$ cat src/rtl/flit_recv_pkg.sv
// rtl/flit_recv_pkg.sv - shared flit field layout, type codes and FSM states for flit_recv
package flit_recv_pkg;

    localparam int B      = 4;
    localparam int FW     = 59;
    localparam int FTW    = 3;
    localparam int SW     = 24;
    localparam int R_FLG  = 36;
    localparam int CFG_AW = 20;
    localparam int CFG_DW = 16;
    localparam int RT_W   = FW - FTW - R_FLG;

    localparam logic [FTW-1:0] T_SPIKE    = 3'b000;
    localparam logic [FTW-1:0] T_DATA     = 3'b001;
    localparam logic [FTW-1:0] T_DATA_END = 3'b010;
    localparam logic [FTW-1:0] T_WRITE    = 3'b110;
    localparam logic [FTW-1:0] T_READ     = 3'b111;

    typedef enum logic [1:0] {
        S_IDLE    = 2'd0,
        S_RD_WAIT = 2'd1,
        S_RD_RESP = 2'd2
    } state_t;

    // Read responses travel back as DATA_END with an all-zero route field.
    function automatic logic [FW-1:0] make_resp(input logic [CFG_AW-1:0] addr,
                                                input logic [CFG_DW-1:0] data);
        return {T_DATA_END, {RT_W{1'b0}}, addr, data};
    endfunction

endpackage

$ cat src/rtl/recv_fifo.sv
// rtl/recv_fifo.sv - first-word-fall-through flit buffer; a pop frees its slot before a same-cycle push
module recv_fifo #(
    parameter int AW = 4,
    parameter int W  = 59
) (
    input  logic         clk,
    input  logic         rst_n,
    input  logic         i_push,
    input  logic [W-1:0] i_data,
    input  logic         i_pop,
    output logic [W-1:0] o_head,
    output logic         o_empty,
    output logic         o_full,
    output logic         o_overflow
);

    logic [W-1:0] r_mem [2**AW];
    logic [AW:0]  r_wptr;
    logic [AW:0]  r_rptr;
    logic         w_do_pop;
    logic         w_do_push;

    assign o_empty    = (r_wptr == r_rptr);
    assign o_full     = (r_wptr[AW] != r_rptr[AW]) && (r_wptr[AW-1:0] == r_rptr[AW-1:0]);
    assign w_do_pop   = i_pop && !o_empty;
    assign w_do_push  = i_push && (!o_full || w_do_pop);
    assign o_overflow = i_push && o_full && !w_do_pop;
    assign o_head     = r_mem[r_rptr[AW-1:0]];

    always_ff @(posedge clk) begin
        if (w_do_push) begin
            r_mem[r_wptr[AW-1:0]] <= i_data;
        end
    end

    always_ff @(posedge clk or negedge rst_n) begin
        if (!rst_n) begin
            r_wptr <= '0;
            r_rptr <= '0;
        end else begin
            if (w_do_push) r_wptr <= r_wptr + 1'b1;
            if (w_do_pop)  r_rptr <= r_rptr + 1'b1;
        end
    end

endmodule

$ cat src/rtl/flit_recv.sv
// rtl/flit_recv.sv - NoC receive stage: buffers flits, returns credits, dispatches by flit type
module flit_recv
    import flit_recv_pkg::*;
(
    input  logic              clk,
    input  logic              rst_n,
    input  logic              flit_in_wr,
    input  logic [FW-1:0]     flit_in,
    output logic              credit_out,
    output logic              spk_in_valid,
    output logic [SW-1:0]     spk_in_neuid,
    input  logic              spk_in_ready,
    output logic              data_valid,
    output logic              data_last,
    output logic [R_FLG-1:0]  data_payload,
    input  logic              data_ready,
    output logic              cfg_we,
    output logic              cfg_re,
    output logic [CFG_AW-1:0] cfg_addr,
    output logic [CFG_DW-1:0] cfg_wdata,
    input  logic              cfg_rvalid,
    input  logic [CFG_DW-1:0] cfg_rdata,
    output logic              resp_we,
    output logic [FW-1:0]     resp_wdata,
    input  logic              resp_full,
    output logic              err_overflow,
    output logic              err_bad_type
);

    state_t              r_state;
    state_t              w_next;
    logic                r_credit;
    logic                r_err_ovf;
    logic                r_err_bad;
    logic [CFG_AW-1:0]   r_rd_addr;
    logic [CFG_DW-1:0]   r_rd_data;

    logic [FW-1:0]       w_head;
    logic                w_empty;
    logic                w_full;
    logic                w_ovf;
    logic [FTW-1:0]      w_type;
    logic [R_FLG-1:0]    w_payload;
    logic                w_unused_route;

    logic                w_pop;
    logic                w_spk_valid;
    logic                w_data_valid;
    logic                w_cfg_we;
    logic                w_cfg_re;
    logic                w_resp_we;
    logic                w_bad;

    recv_fifo #(.AW(B), .W(FW)) u_fifo (
        .clk        (clk),
        .rst_n      (rst_n),
        .i_push     (flit_in_wr),
        .i_data     (flit_in),
        .i_pop      (w_pop),
        .o_head     (w_head),
        .o_empty    (w_empty),
        .o_full     (w_full),
        .o_overflow (w_ovf)
    );

    assign w_type         = w_head[FW-1:FW-FTW];
    assign w_payload      = w_head[R_FLG-1:0];
    // The route field is consumed by the NoC; nothing downstream needs it.
    assign w_unused_route = ^{w_head[FW-FTW-1:R_FLG], w_full};

    always_comb begin
        w_next       = r_state;
        w_pop        = 1'b0;
        w_spk_valid  = 1'b0;
        w_data_valid = 1'b0;
        w_cfg_we     = 1'b0;
        w_cfg_re     = 1'b0;
        w_resp_we    = 1'b0;
        w_bad        = 1'b0;
        case (r_state)
            S_IDLE: begin
                if (!w_empty) begin
                    case (w_type)
                        T_SPIKE: begin
                            w_spk_valid = 1'b1;
                            w_pop       = spk_in_ready;
                        end
                        T_DATA, T_DATA_END: begin
                            w_data_valid = 1'b1;
                            w_pop        = data_ready;
                        end
                        T_WRITE: begin
                            w_cfg_we = 1'b1;
                            w_pop    = 1'b1;
                        end
                        // READ stays at the head until its response has been pushed.
                        T_READ: begin
                            w_cfg_re = 1'b1;
                            w_next   = S_RD_WAIT;
                        end
                        default: begin
                            w_pop = 1'b1;
                            w_bad = 1'b1;
                        end
                    endcase
                end
            end
            S_RD_WAIT: begin
                if (cfg_rvalid) w_next = S_RD_RESP;
            end
            S_RD_RESP: begin
                if (!resp_full) begin
                    w_resp_we = 1'b1;
                    w_pop     = 1'b1;
                    w_next    = S_IDLE;
                end
            end
            default: w_next = S_IDLE;
        endcase
    end

    always_ff @(posedge clk or negedge rst_n) begin
        if (!rst_n) begin
            r_state   <= S_IDLE;
            r_credit  <= 1'b0;
            r_err_ovf <= 1'b0;
            r_err_bad <= 1'b0;
            r_rd_addr <= '0;
            r_rd_data <= '0;
        end else begin
            r_state   <= w_next;
            r_credit  <= w_pop;
            r_err_ovf <= r_err_ovf | w_ovf;
            r_err_bad <= r_err_bad | w_bad;
            if (w_cfg_re) r_rd_addr <= w_payload[R_FLG-1:CFG_DW];
            if (r_state == S_RD_WAIT && cfg_rvalid) r_rd_data <= cfg_rdata;
        end
    end

    assign credit_out   = r_credit;
    assign spk_in_valid = w_spk_valid;
    assign spk_in_neuid = w_spk_valid ? w_payload[SW-1:0] : '0;
    assign data_valid   = w_data_valid;
    assign data_last    = w_data_valid && (w_type == T_DATA_END);
    assign data_payload = w_data_valid ? w_payload : '0;
    assign cfg_we       = w_cfg_we;
    assign cfg_re       = w_cfg_re;
    assign cfg_addr     = (w_cfg_we || w_cfg_re) ? w_payload[R_FLG-1:CFG_DW] : '0;
    assign cfg_wdata    = w_cfg_we ? w_payload[CFG_DW-1:0] : '0;
    assign resp_we      = w_resp_we;
    assign resp_wdata   = w_resp_we ? make_resp(r_rd_addr, r_rd_data) : '0;
    assign err_overflow = r_err_ovf;
    assign err_bad_type = r_err_bad;

endmodule

$ cat config.mk
export PLATFORM = sky130hd
export DESIGN_NAME = flit_recv
export DESIGN_NICKNAME = d
export VERILOG_FILES = /design/src/rtl/flit_recv_pkg.sv /design/src/rtl/recv_fifo.sv /design/src/rtl/flit_recv.sv
export SDC_FILE = /design/constraint.sdc
export NUM_CORES = 1
export LEC_CHECK = 0
export BUFFER_PORTS_ARGS = -buffer_cell sky130_fd_sc_hd__buf_4
export CAP_MARGIN = 30
export CORE_UTILIZATION = 55
export CTS_BUF_LIST = sky130_fd_sc_hd__clkbuf_8
export DETAILED_ROUTE_END_ITERATION = 16
export PLACE_DENSITY = 0.78
export SLEW_MARGIN = 10
export SYNTH_ARGS = -nofsm -noshare
export SYNTH_HDL_FRONTEND = slang
export SYNTH_SLANG_ARGS = --single-unit
export TNS_END_PERCENT = 50
$ cat constraint.sdc
create_clock -name clk -period 6.3 [get_ports clk]
set_input_delay 0.315 -clock clk [delete_from_list [all_inputs] [get_ports clk]]
set_output_delay 0.315 -clock clk [all_outputs]
set_load 0.03 [all_outputs]
---- Word-level counts from Yosys, hierarchy flattened ----
Memory sizes are Yosys's and may differ from the RTL's.
Cells that the tools add are included.
storage, ports and cells
  bits in registers ....................... 51
  bits in writable memories ............... 944
  input port bits ......................... 82
  logic and storage cells ................. 75
  memories kept ........................... 1
memories
  memory        depth  bits a word  read ports  clocked after memory_dff  write ports  line             RTL
  u_fifo.r_mem  16     59           1           0                         1            recv_fifo.sv:17  logic [W-1:0] r_mem [2**AW];
operators by class
  add/subtract/negate cells ............... 2
  equal/unequal tests ..................... 13
  muxes and demuxes ....................... 32
  bitwise operators ....................... 2
  reduce and logical (&&, ||, !) cells .... 17
operators with widths
  operator             count
  $mux 58              1
  $mux 36              1
  $mux 24              1
  $mux 1               20
  $mux 20              1
  $mux 16              1
  $add 5x1->5 const B  2
  $mux 2               4
  $logic_and 1x1->1    7
  $eq 3x3->1 const B   2
  $ne 2x2->1 const B   3
  $pmux 2 s3           1
  $eq 5x5->1           1
  $reduce_or 5->1      1
  $eq 4x4->1           1
  $reduce_and 4->1     1
  $eq 3x1->1 const B   1
  $eq 3x2->1 const B   1
  $logic_not 1->1      3
  $logic_not 3->1      1
  $pmux 1 s3           1
  $eq 2x1->1 const B   1
  $eq 2x2->1 const B   1
  $logic_not 2->1      1
  other kinds (6)      8

---- Logic depth before layout (Yosys ltp) ----
Gate-level depths: netlist of run 1.
An unclocked memory read counts as a cell.
  depth after elaboration ................. 11
  depth in mapped cells ................... 11

---- Modules after synthesis ----
A second synthesis of run 1 with hierarchy kept.
second synthesis, totals
  cell total of the unflattened synthesis .. 1796
  area total of the unflattened synthesis .. 38714.6 µm²
modules (own cells, without submodules)
  module     times used  cells each  area each (µm²)  sequential area each (µm²)
  recv_fifo  1           1521        35984.5          28597.4
  flit_recv  1           275         2730.1           1026.0

---- Worst setup path before layout of run 1 ----
No wires, ideal clock.
  path kind ............................... register -> register
  start ................................... register u_fifo.r_rptr[0]
  end ..................................... memory u_fifo.r_mem[3][0], enable pin
  setup time .............................. 0.484 ns
  arrival time ............................ 5.482 ns
  setup slack ............................. 0.335 ns
  cell stages (with the launch flop) ...... 12
  clock period less this slack ............ 5.965 ns
  cell sequence ........................... dfrtp_1 > buf_6 > buf_12 > mux4_2 > mux4_2 > a2111o_1 > nor4b_4 > nor4b_1 > a21boi_2 > buf_4 > nand2_1 > nor3_1
on the way
  cells in the longest elaborated chain, start to end .. 11
  elaborated cells on any way between the ends .. 19
  those cells by class .................... eq/ne (5); mux (5); reduce/logical (8); memory (1)
RTL lines
  element                                          line             RTL
  from (decl)                                      recv_fifo.sv:19  logic [AW:0] r_rptr;
  from (signal assigned)                           recv_fifo.sv:42  if (w_do_pop) r_rptr <= r_rptr + 1'b1;
  $mem_v2 16x59                                    n/a
  $eq 3x2->1 / $eq 3x1->1 (equally long branches)  flit_recv.sv:83  case (w_type)
  $reduce_or 2->1                                  flit_recv.sv:83
  $pmux 1 s3                                       flit_recv.sv:83
  $mux 1                                           flit_recv.sv:82  if (!w_empty) begin
  $pmux 1 s2                                       flit_recv.sv:80  case (r_state)
  $logic_and 1x1->1                                recv_fifo.sv:25  assign w_do_pop = i_pop && !o_empty;
  $logic_or 1x1->1 *                               recv_fifo.sv:26  assign w_do_push = i_push && (!o_full || w_do_pop);
  $logic_and 1x1->1 *                              recv_fifo.sv:26
  $mux 1 *                                         recv_fifo.sv:31  if (w_do_push) begin
  $mux 1 (implied by the code) *                   recv_fifo.sv:32  r_mem[r_wptr[AW-1:0]] <= i_data;
  to (decl)                                        recv_fifo.sv:17
Mark *: on every way between the ends. The rest lies on a longest branch, timed or not.

---- Final worst setup path of run 1 ----
  start ................................... register u_fifo.r_rptr[0]
  end ..................................... output spk_in_neuid[14]
on the way
  cells in the longest elaborated chain, start to end .. 6
  elaborated cells on any way between the ends .. 7
  those cells by class .................... eq/ne (1); mux (4); reduce/logical (1); memory (1)
RTL lines
  element          line              RTL
  $mem_v2 16x59    n/a
  $logic_not 3->1  flit_recv.sv:83
  $mux 1           flit_recv.sv:83
  $mux 1           flit_recv.sv:82
  $mux 1           flit_recv.sv:80
  $mux 24 *        flit_recv.sv:142  assign spk_in_neuid = w_spk_valid ? w_payload[SW-1:0] : '0;
  to (decl)        flit_recv.sv:11   output logic [SW-1:0] spk_in_neuid,
Marks and branches as above.

==> metrics.md, run 1 <==
| Metric | Value |
|---|---|
| Synth warn | `0` |
| Area Growth Syn to Fin | `18.1%` |
| Req. time, crit path | `5.98 ns` |
| Worst-skew pair later-pin latency | `0.70 ns` |
| NumNets Final | `1634` |
| Num rows | `80` |
| Reg2Reg Capture Point | `u_fifo.r_mem[14][0]` |
| I/O Buffers | `203` |
| Hold Slack | `0.144 ns` |
| Lkg Pwr | `0.0109 uW` |
| Worst reg2reg path depth | `10` |
| Library cells used by synthesis | `42` |
| Most frequent cells in the layout | `edfxtp_1 (624), buf_4 (222), mux4_2 (193), clkbuf_8 (104), and2_1 (98)` |
| Register area | `20000 um^2` |
| Critical Path Slowest Stage Cell | `buf_4` |
| I/O pin total | `246` |
| H-Tree Depth | `3` |
| Relative slew slack | `38.6%` |
| GR Util met2 | `38.0%` |
| PnR Total Power | `15000 uW` |
| Peak Freq | `193 MHz` |
| Cts bufs inserted | `104` |
| GR peak layer | `met2` |
| Crit-path max FO | `47` |
| Initial core utilization | `55.8%` |
| GPL Wtd Cong | `0.743` |
| Register bit total from synthesis | `675` |
| Post-CTS setup buffer count | `0` |
| Layout cell share with drive strength beyond 1 | `38.1%` |
| Setup Viol. Count Final | `0` |
| Grt ovf | `0` |
| EDFF count, synth | `624` |
| Cell area after layout | `31500 um^2` |
| Reg clk slew, reported paths | `0.06 ns` |
| Global Route Usage Sum | `23.6%` |
| Synth area leader | `edfxtp_1` |
| Met3 usage | `5.08%` |
| CP top delay family | `buffers and inverters` |
| Met1 Usage GRT | `32.8%` |
| Multi-input gate area | `6340 um^2` |
| Final TNS setup | `0 ns` |
| Arr. time, crit path | `4.85 ns` |
| Crit path largest cell delay | `0.77 ns` |
| Drt total wl | `57100 um` |
| Placed cell area | `29100 um^2` |
| Crit Reg-Reg Startpoint | `u_fifo.r_rptr[0]` |
| Skew final | `0.0266 ns` |
| Worst slew pin tran | `0.916 ns` |
| First-pass GRT wire length | `84600 um` |
| Share of the synthesized area in the top cell type | `70.2%` |
| Hold path start | `spk_in_ready` |
| Max-Cap Viols | `0` |
| Main synth FF type | `edfxtp_1` |
| Post-Syn Area | `26700 um^2` |
| Drt wl/cell | `25.5 um` |
| CTS tree | `yes` |
| # clock sinks | `675` |
| Crit Path Class | `flop to output pin` |
| Post-DP HPWL | `31900 um` |
| Initial antenna violation count | `3` |
| Peak supply drop | `0.000322 V` |
| Top cells by area, synth | `edfxtp_1 (70%), mux4_2 (16%), dfrtp_1 (4.8%), and2_1 (2.3%), mux2_2 (1.6%)` |
| Critical Path Start Type | `flop` |
| RSZ-0062 raised after global routing | `no` |
| Dpl ws | `1.36 ns` |
| Hold WC Path Type | `input port to flop` |
| Filler cells | `3042` |
| Clk buf depth | `3` |
| Root buffer selected by CTS | `clkbuf_8` |
| Minimum clock period | `5.17 ns` |
| Crit path cell chain | `buf_4 > mux4_2 > mux2i_1 > mux2i_1 > buf_4 > nor3_2 > buf_4 > and2_1 > buf_4` |
| FFs w/ async S/R, synth | `7.56%` |
| Die Y | `222 um` |
| Most common cell after layout, fill and taps aside | `edfxtp_1` |
| Die width | `222 um` |
| CP Depth | `9` |
| Vias in the first global route | `13500` |
| Slew Limit Fails | `0` |
| Setup crit start | `u_fifo.r_rptr[0]` |
| Post-synthesis average cell area | `22.0 um^2` |
| PwrDens | `475 nW/um^2` |
| Vias per cell | `5.91` |
| DR pass1 iterations | `5` |
| Residual DRC count | `0` |
| End of the critical path | `spk_in_neuid[14]` |
| Final hold violation count | `0` |
| CP most frequent cell | `buf_4` |
| Final ANT Viol Nets | `0` |
| Cells after Synth | `1212` |
| Reg2reg setup slack | `1.40 ns` |
| Core area | `47800 um^2` |
| Status | `finished, final reports clean` |
| CP endpoint kind | `output pin` |
| Worst setup margin | `1.13 ns` |
| Largest net degree at the start of global routing | `54` |
| CP Buf/Inv Count | `4` |
| DRT iter0 DRCs | `1157` |
| Final period util | `82.1%` |
| Die footprint | `49400 um^2` |
| Sequential share of the synthesized area | `75.0%` |
| Total number of vias | `13200` |
where the power goes:
part	switching, uW	leakage (uW)	total [uW]	internal (uW)
Sequential	292	0.00624	5780	5490
Combinational	3370	0.00367	6050	2680
Clock	1620	0.00102	3150	1530
flip-flops by register name, summed over array words and instances, names as in the netlist:
register / flops
r_rd_addr: 20
err_bad_type: 1
err_overflow: 1
u_fifo.r_mem: 624
u_fifo.r_wptr: 5
r_rd_data: 16
r_state: 2
u_fifo.r_rptr: 5
credit_out: 1
synthesized netlist by cell type, drive strengths merged (5+ instances only):
cell type,instances
edfxtp,624
mux4,193
and2,98
dfrtp,51
buf,46
clkbuf,43
nor2b,38
mux2,37
and3,15
mux2i,7
xnor2,7
xor2,7
nand2,6
ha,5
layout make-up:
cell class,count,share of cell area (%)
clock inverter,78,1.09
inverter,4,0.0476
clock buffer,104,4.54
timing repair buffer,297,8.25
multi-input combinational,465,20.1
tap,615,2.44
antenna,1,0.00794
sequential,675,63.5
worst min path at each step:
stage                              end  slack, ns  cells past startpoint
after floorplan             credit_out       0.02                      0
after global placement    r_rd_data[1]       0.40                      1
after global routing        credit_out       0.17                      4
after detailed placement  r_rd_data[1]       0.41                      1
final                       credit_out       0.14                      4
after CTS                   credit_out       0.09                      4
kinds of logic (layout without fill, tap and decap cells):
family | count (synthesis) | after routing | synth area share [%]
simple gates | 177 | 177 | 4.16
buf+inv | 93 | 483 | 1.75
compound gates | 9 | 9 | 0.262
flops | 675 | 675 | 75.0
mux | 237 | 237 | 18.1
xor+xnor | 14 | 14 | 0.487
other cells | 1 | 23 | 0.0140
fa+ha+maj | 6 | 6 | 0.272
stage by stage:
| stage | util (%) | cells |
|---|---|---|
| after global routing | 65.9 | 2239 |
| after detailed placement | 60.9 | 1995 |
| after CTS | 65.8 | 2236 |
| final | 65.9 | 2239 |
| after global placement | 60.8 | 1993 |
| after floorplan | - | 1233 |
per-layer routing:
layer | up-vias | routed length (um) | share of wire (%)
li1 | 5594 | - | -
met1 | 6919 | 23200 | 41
met2 | 623 | 28300 | 50
met3 | 85 | 4440 | 7.8
met4 | 2 | 1130 | 2.0
met5 | - | 13 | 0.023
worst register-to-register path, stage by stage (launching register included):
cell	delay, ns
dfrtp_4	0.63
buf_4	0.77
mux4_2	0.63
mux2i_1	0.13
mux2i_1	0.12
buf_4	0.21
nor4b_4	0.30
nor4b_1	0.12
a21boi_2	0.58
and3_2	0.75
buf_12	0.32
timing repair:
action                                  4_1_cts  5_1_grt
hold endpoints to repair                    694        0
endpoints found under the setup margin        0        0
resized for setup                             0        0
hold buffers                                 59        0
Note: power is estimated with default switching activity, not from simulation.
==> inputs of run 2 (changes only) <==
--- a/config.mk
+++ b/config.mk
@@ -5,12 +5,13 @@
 export SDC_FILE = /design/constraint.sdc
 export NUM_CORES = 1
 export LEC_CHECK = 0
+export ABC_AREA = 1
 export BUFFER_PORTS_ARGS = -buffer_cell sky130_fd_sc_hd__buf_4
 export CAP_MARGIN = 30
-export CORE_UTILIZATION = 55
+export CORE_UTILIZATION = 56
 export CTS_BUF_LIST = sky130_fd_sc_hd__clkbuf_8
 export DETAILED_ROUTE_END_ITERATION = 16
-export PLACE_DENSITY = 0.78
+export PLACE_DENSITY = 0.79
 export SLEW_MARGIN = 10
 export SYNTH_ARGS = -nofsm -noshare
 export SYNTH_HDL_FRONTEND = slang
==> constraint.sdc (replaced) <==
create_clock -name clk -period 4.2 [get_ports clk]
set_input_delay 0.21 -clock clk [delete_from_list [all_inputs] [get_ports clk]]
set_output_delay 0.21 -clock clk [all_outputs]
set_load 0.03 [all_outputs]
==> metrics.md, run 2 <==
| Metric | Value |
|---|---|
| # clock sinks | `675 (unchanged)` |
| Worst slew pin tran | `0.998 ns (+0.0813 ns)` |
| Most frequent cells in the layout | `edfxtp_1 (624), nor2_1 (507), o21ai_0 (310), buf_4 (251), nand2_1 (157)` |
| Synth area leader | `edfxtp_1` |
| Crit path largest cell delay | `0.67 ns (-0.10 ns)` |
| Hold WC Path Type | `input port to async pin` |
| Layout cell share with drive strength beyond 1 | `16.6% (-22 points)` |
| Crit-path max FO | `69 (+47%)` |
| Residual DRC count | `0 (unchanged)` |
| GPL Wtd Cong | `0.804 (+8.2%)` |
| Reg clk slew, reported paths | `0.06 ns (about the same)` |
| CP top delay family | `buffers and inverters` |
| Relative slew slack | `33.5% (-5.1 points)` |
| Filler cells | `3219 (+5.8%)` |
| Die Y | `223 um (+0.38%)` |
| Clk buf depth | `3 (unchanged)` |
| CTS tree | `yes` |
| Peak supply drop | `0.000560 V (+74%)` |
| Sequential share of the synthesized area | `73.1% (-1.9 points)` |
| Critical Path Slowest Stage Cell | `dfrtp_4` |
| Die footprint | `49800 um^2 (+0.75%)` |
| Final period util | `94.8%` |
| Final ANT Viol Nets | `0 (unchanged)` |
| First-pass GRT wire length | `101000 um (+19%)` |
| Hold Slack | `0.0963 ns (-0.0477 ns)` |
| EDFF count, synth | `624 (unchanged)` |
| Final hold violation count | `0 (unchanged)` |
| Grt ovf | `0 (unchanged)` |
| Global Route Usage Sum | `26.6% (+2.9 points)` |
| Library cells used by synthesis | `37 (-12%)` |
| Total number of vias | `18700 (+42%)` |
| I/O pin total | `246 (unchanged)` |
| Status | `finished, final reports clean` |
| Final TNS setup | `0 ns (unchanged)` |
| Req. time, crit path | `3.99 ns (-1.99 ns)` |
| PwrDens | `708 nW/um^2 (+49%)` |
| Post-DP HPWL | `37200 um (+17%)` |
| Drt wl/cell | `20.8 um (-19%)` |
| Post-synthesis average cell area | `12.4 um^2 (-44%)` |
| Peak Freq | `251 MHz` |
| Share of the synthesized area in the top cell type | `68.4% (-1.8 points)` |
| Vias in the first global route | `18200 (+35%)` |
| Largest net degree at the start of global routing | `130 (+140%)` |
| Synth top cells by count | `edfxtp_1 (624), nor2_1 (514), o21ai_0 (310), nand2_1 (158), clkbuf_1 (97)` |
| Max FFs per register | `624 (unchanged)` |
| Worst-skew pair later-pin latency | `0.70 ns (about the same)` |
| I/O Buffers | `203 (unchanged)` |
| Drt total wl | `66300 um (+16%)` |
| N_diodes | `0 (-1)` |
| Die width | `223 um (+0.38%)` |
| Minimum clock period | `3.98 ns` |
| DR pass1 iterations | `5 (unchanged)` |
| Core area | `47900 um^2 (+0.21%)` |
| Most common cell after layout, fill and taps aside | `edfxtp_1` |
| Cells after Synth | `2216 (+83%)` |
| Register bit total from synthesis | `675 (unchanged)` |
| Crit Path Class | `flop to output pin` |
| NumNets Final | `2582 (+58%)` |
| Num rows | `80 (unchanged)` |
| RSZ-0062 raised after global routing | `no` |
| Setup Viol. Count Final | `0 (unchanged)` |
| Max-Cap Viols | `0 (unchanged)` |
| Worst setup margin | `0.218 ns (-0.912 ns)` |
| Synth warn | `0 (unchanged)` |
| CP endpoint kind | `output pin` |
| Initial antenna violation count | `0 (-3)` |
| Top cells by area, synth | `edfxtp_1 (68%), nor2_1 (7.0%), o21ai_0 (5.7%), dfrtp_1 (4.7%), nand2_1 (2.2%)` |
| DRT iter0 DRCs | `1915 (+66%)` |
| Root buffer selected by CTS | `clkbuf_8` |
| Post-Syn Area | `27400 um^2 (+2.6%)` |
| Slew Limit Fails | `0 (unchanged)` |
| Dpl ws | `0.513 ns (-0.843 ns)` |
| FFs w/ async S/R, synth | `7.56% (unchanged)` |
| Initial core utilization | `57.1% (+1.3 points)` |
| CP Buf/Inv Count | `3 (-1)` |
| Crit path cell chain | `inv_4 > buf_4 > nor2_1 > o21ai_0 > a31oi_1 > a221oi_1 > nor2_1 > buf_4` |
| Main synth FF type | `edfxtp_1` |
| Lkg Pwr | `0.0118 uW (+7.6%)` |
| Arr. time, crit path | `3.77 ns (-1.08 ns)` |
| H-Tree Depth | `3 (unchanged)` |
| Post-CTS setup buffer count | `0 (unchanged)` |
| Skew final | `0.0349 ns (+0.00839 ns)` |
| Vias per cell | `5.86 (-0.69%)` |
| Critical Path Start Type | `flop` |
| Placed cell area | `29500 um^2 (+1.3%)` |
| Area Growth Syn to Fin | `16.9%` |
| Cell area after layout | `32000 um^2 (+1.6%)` |
| Cts bufs inserted | `102 (-1.9%)` |
| Most common cell in the netlist | `edfxtp_1` |
==> run 2: timing repair <==
item                                    CTS  global route
endpoints found under the setup margin    0            21
hold buffers                             62             0
hold endpoints to repair                700             0
gates resized for setup                   0             3
==> run 2: cells by family after synthesis <==
| logic type | Yosys count | share of synthesized area, % |
|---|---|---|
| and+or+nand+nor | 732 | 10.7 |
| AOI/OAI and AO/OA | 528 | 11.3 |
| buffers and inverters | 264 | 4.38 |
| xor gates and xnor gates | 11 | 0.352 |
| other | 1 | 0.0137 |
| adders and majority gates | 5 | 0.228 |
| DFF | 675 | 73.1 |
==> run 2: stage by stage <==
stage               utilization [%]  power, uW  std cells
floorplan                         -      14600       2237
global placement               61.5      17300       2943
detailed placement             61.6      17700       2944
CTS                            66.8      22600       3194
global route                   66.8      23800       3194
finish                         66.8      22700       3194
==> run 2: final cells by class <==
cell class	count	area (um^2)	share of cell area [%]
clock inverter	84	453	1.41
timing repair buffer	323	2670	8.34
tap	615	769	2.40
clock buffer	104	1430	4.47
sequential	675	20000	62.5
inverter	95	367	1.14
multi-input combinational	1298	6320	19.7
==> run 2: worst paths after layout <==
check                           cells after the start             start                   to  slack (ns)
worst max-delay path                                8  u_fifo.r_rptr[1]     spk_in_neuid[15]        0.22
worst min-delay path                                2             rst_n        r_rd_addr[10]         0.1
worst max register to register                     16  u_fifo.r_rptr[0]  u_fifo.r_mem[1][33]        0.41
worst min register to register                      2     r_rd_addr[15]        r_rd_addr[15]        0.49
max in group asynchronous                           2             rst_n     u_fifo.r_rptr[1]        3.58
min in group clk                                    4         resp_full           r_state[1]        0.30
==> run 2: power breakdown <==
part / switching (uW) / total [uW] / internal [uW]
Sequential: 301 / 8410 / 8110
Clock: 2450 / 4950 / 2500
Combinational: 6570 / 9310 / 2740
Total: 9320 / 22700 / 13400
==> run 2: layer usage <==
metal	up-vias	GRT usage, %	wire length [um]
met5	-	0	0
met2	1092	44.2	32000
met3	152	4.85	6440
met1	8994	35.0	25900
met4	0	10.2	1920
li1	8494	-	-
==> inputs of run 3 (changes only) <==
--- a/config.mk
+++ b/config.mk
@@ -5,13 +5,12 @@
 export SDC_FILE = /design/constraint.sdc
 export NUM_CORES = 1
 export LEC_CHECK = 0
-export ABC_AREA = 1
 export BUFFER_PORTS_ARGS = -buffer_cell sky130_fd_sc_hd__buf_4
 export CAP_MARGIN = 30
-export CORE_UTILIZATION = 56
+export CORE_UTILIZATION = 55
 export CTS_BUF_LIST = sky130_fd_sc_hd__clkbuf_8
 export DETAILED_ROUTE_END_ITERATION = 16
-export PLACE_DENSITY = 0.79
+export PLACE_DENSITY = 0.78
 export SLEW_MARGIN = 10
 export SYNTH_ARGS = -nofsm -noshare
 export SYNTH_HDL_FRONTEND = slang
==> metrics.md, run 3 (synthesis results as in run 1) <==
| Metric | Value |
|---|---|
| Critical Path Slowest Stage Cell | `mux4_2` |
| Setup Viol. Count Final | `0 (unchanged)` |
| Grt ovf | `0 (unchanged)` |
| Reg2reg setup slack | `0.40 ns (about the same)` |
| Lkg Pwr | `0.0112 uW (-4.7%)` |
| PwrDens | `717 nW/um^2 (+1.2%)` |
| RSZ-0062 raised after global routing | `no` |
| Num rows | `80 (unchanged)` |
| Req. time, crit path | `3.99 ns (about the same)` |
| GPL Wtd Cong | `0.745 (-7.3%)` |
| Dpl ws | `0.170 ns (-0.342 ns)` |
| Placed Cells | `2023 (-31%)` |
| Cts bufs inserted | `103 (+0.98%)` |
| Crit Path Class | `flop to output pin` |
| Final ANT Viol Nets | `0 (unchanged)` |
| DRT iter0 DRCs | `1300 (-32%)` |
| Die width | `222 um (-0.37%)` |
| Worst slew pin tran | `0.893 ns (-0.104 ns)` |
| Vias per cell | `5.80 (-1.1%)` |
| Max-Cap Viols | `0 (unchanged)` |
| Placed cell area | `29400 um^2 (-0.42%)` |
| Worst setup margin | `0.224 ns (+0.00521 ns)` |
| CP endpoint kind | `output pin` |
| NumNets Final | `1666 (-35%)` |
| Skew final | `0.0237 ns (-0.0113 ns)` |
| Peak supply drop | `0.000572 V (+2.1%)` |
| Status | `finished, final reports clean` |
| Clk buf depth | `3 (unchanged)` |
| Most common cell after layout, fill and taps aside | `edfxtp_1` |
| Relative slew slack | `40.3% (+6.8 points)` |
| Initial antenna violation count | `3 (+3)` |
| Cell area after layout | `32000 um^2 (-0.10%)` |
| First-pass GRT wire length | `85900 um (-15%)` |
| Final hold violation count | `0 (unchanged)` |
| Drt total wl | `57500 um (-13%)` |
| Root buffer selected by CTS | `clkbuf_8` |
| # clock sinks | `675 (unchanged)` |
| Die Y | `222 um (-0.37%)` |
| Minimum clock period | `3.98 ns (-0.00521 ns)` |
| DR pass1 iterations | `5 (unchanged)` |
| I/O pin total | `246 (unchanged)` |
| Largest net degree at the start of global routing | `57 (-56%)` |
| Crit path largest cell delay | `0.64 ns (-0.03 ns)` |
| Die footprint | `49400 um^2 (-0.75%)` |
| Total number of vias | `13200 (-29%)` |
| Residual DRC count | `0 (unchanged)` |
| Crit-path max FO | `37 (-46%)` |
| CP Buf/Inv Count | `4 (+1)` |
| Initial core utilization | `55.8% (-1.3 points)` |
| Most frequent cells in the layout | `edfxtp_1 (624), buf_4 (243), mux4_2 (193), clkbuf_8 (110), and2_1 (98)` |
| CP top delay family | `multiplexers` |
| Drt wl/cell | `25.2 um (+21%)` |
| Slew Limit Fails | `0 (unchanged)` |
| Worst-skew pair later-pin latency | `0.68 ns (-0.02 ns)` |
| CTS tree | `yes` |
| Crit path cell chain | `buf_4 > buf_12 > buf_6 > mux4_2 > mux4_2 > nor2b_1 > buf_4` |
| Area Growth Syn to Fin | `19.8%` |
| Hold WC Path Type | `input port to async pin` |
| Layout cell share with drive strength beyond 1 | `39.7% (+23 points)` |
| Arr. time, crit path | `3.77 ns (about the same)` |
| Layout Cells excl Fill | `2277 (-29%)` |
| Vias in the first global route | `13900 (-24%)` |
| Final TNS setup | `0 ns (unchanged)` |
| Core area | `47800 um^2 (-0.21%)` |
| Hold Slack | `0.129 ns (+0.0328 ns)` |
| Global Route Usage Sum | `24.0% (-2.6 points)` |
| Final period util | `94.7% (-0.12 points)` |
| Peak Freq | `251 MHz (+0.13%)` |
| Critical Path Start Type | `flop` |
| Filler cells | `2950 (-8.4%)` |
| Reg clk slew, reported paths | `0.06 ns (about the same)` |
| Post-DP HPWL | `33100 um (-11%)` |
| Max FFs per register | `624 (unchanged)` |
| H-Tree Depth | `3 (unchanged)` |
| I/O Buffers | `203 (unchanged)` |
[run 3: changes by cell type in the layout (fill, tap and decap cells not counted), moves of 37 or more]
cell / delta
and2_1: +98
inv_1: -75
mux2_2: +37
mux4_2: +193
nand2_1: -151
nor2_1: -505
nor2b_1: +38
o21ai_0: -307
o221ai_1: -44
o22ai_1: -86
[run 3: final cells by class]
cell class / count / area [um^2] / area share (%)
multi-input combinational: 465 / 6360 / 19.9
clock buffer: 110 / 1510 / 4.73
inverter: 4 / 15.0 / 0.0469
clock inverter: 75 / 375 / 1.17
antenna: 3 / 7.51 / 0.0235
timing repair buffer: 330 / 2930 / 9.16
tap: 615 / 769 / 2.40
sequential: 675 / 20000 / 62.6
[run 3: routing by layer]
metal	part of all wire (%)	GRT usage, %	vias up
li1	-	-	5681
met1	40	33.2	6837
met2	50	38.7	609
met3	8.5	5.12	82
met4	1.8	7.39	2
met5	0.023	0	-
[run 3: power by group]
part / internal (uW) / switching, uW
clock: 2540 / 2410
sequential: 8240 / 381
combinational: 4180 / 5200
[run 3: worst register-to-register path, cell delays in order (launching register included)]
cell and delay [ns]:
dfrtp_4 0.48, mux4_2 0.51, mux4_2 0.56, a2111o_1 0.47, nor4b_4 0.25, nor4b_1 0.11, a21boi_2 0.15, buf_4 0.20
buf_4 0.13, and3_2 0.22, buf_4 0.36
[run 3: final timing paths]
| kind | depth (start not counted) | from | endpoint |
|---|---|---|---|
| setup / recovery | 7 | u_fifo.r_rptr[0] | cfg_addr[0] |
| hold / removal | 2 | rst_n | r_rd_data[1] |
| setup reg to reg | 10 | u_fifo.r_rptr[0] | u_fifo.r_mem[11][31] |
| hold reg to reg | 1 | err_bad_type | err_bad_type |
| max in group asynchronous | 2 | rst_n | u_fifo.r_rptr[2] |
| min in group clk | 5 | data_ready | credit_out |
[run 3: per-stage QoR]
stage	power, uW	util (%)
final	22900	66.9
after global routing	23900	66.9
after CTS	23000	66.7
after detailed placement	18000	61.4
after global placement	17800	61.4
after floorplan	14700	-
[run 3: repair_timing]
action | CTS | global route
gates resized for setup | 6 | 4
setup buffers | 0 | 5
hold buffers | 60 | 0
pin swaps | 0 | 2
setup endpoints to repair | 45 | 155
endpoints found under the hold margin | 695 | 0
gates cloned | 0 | 0
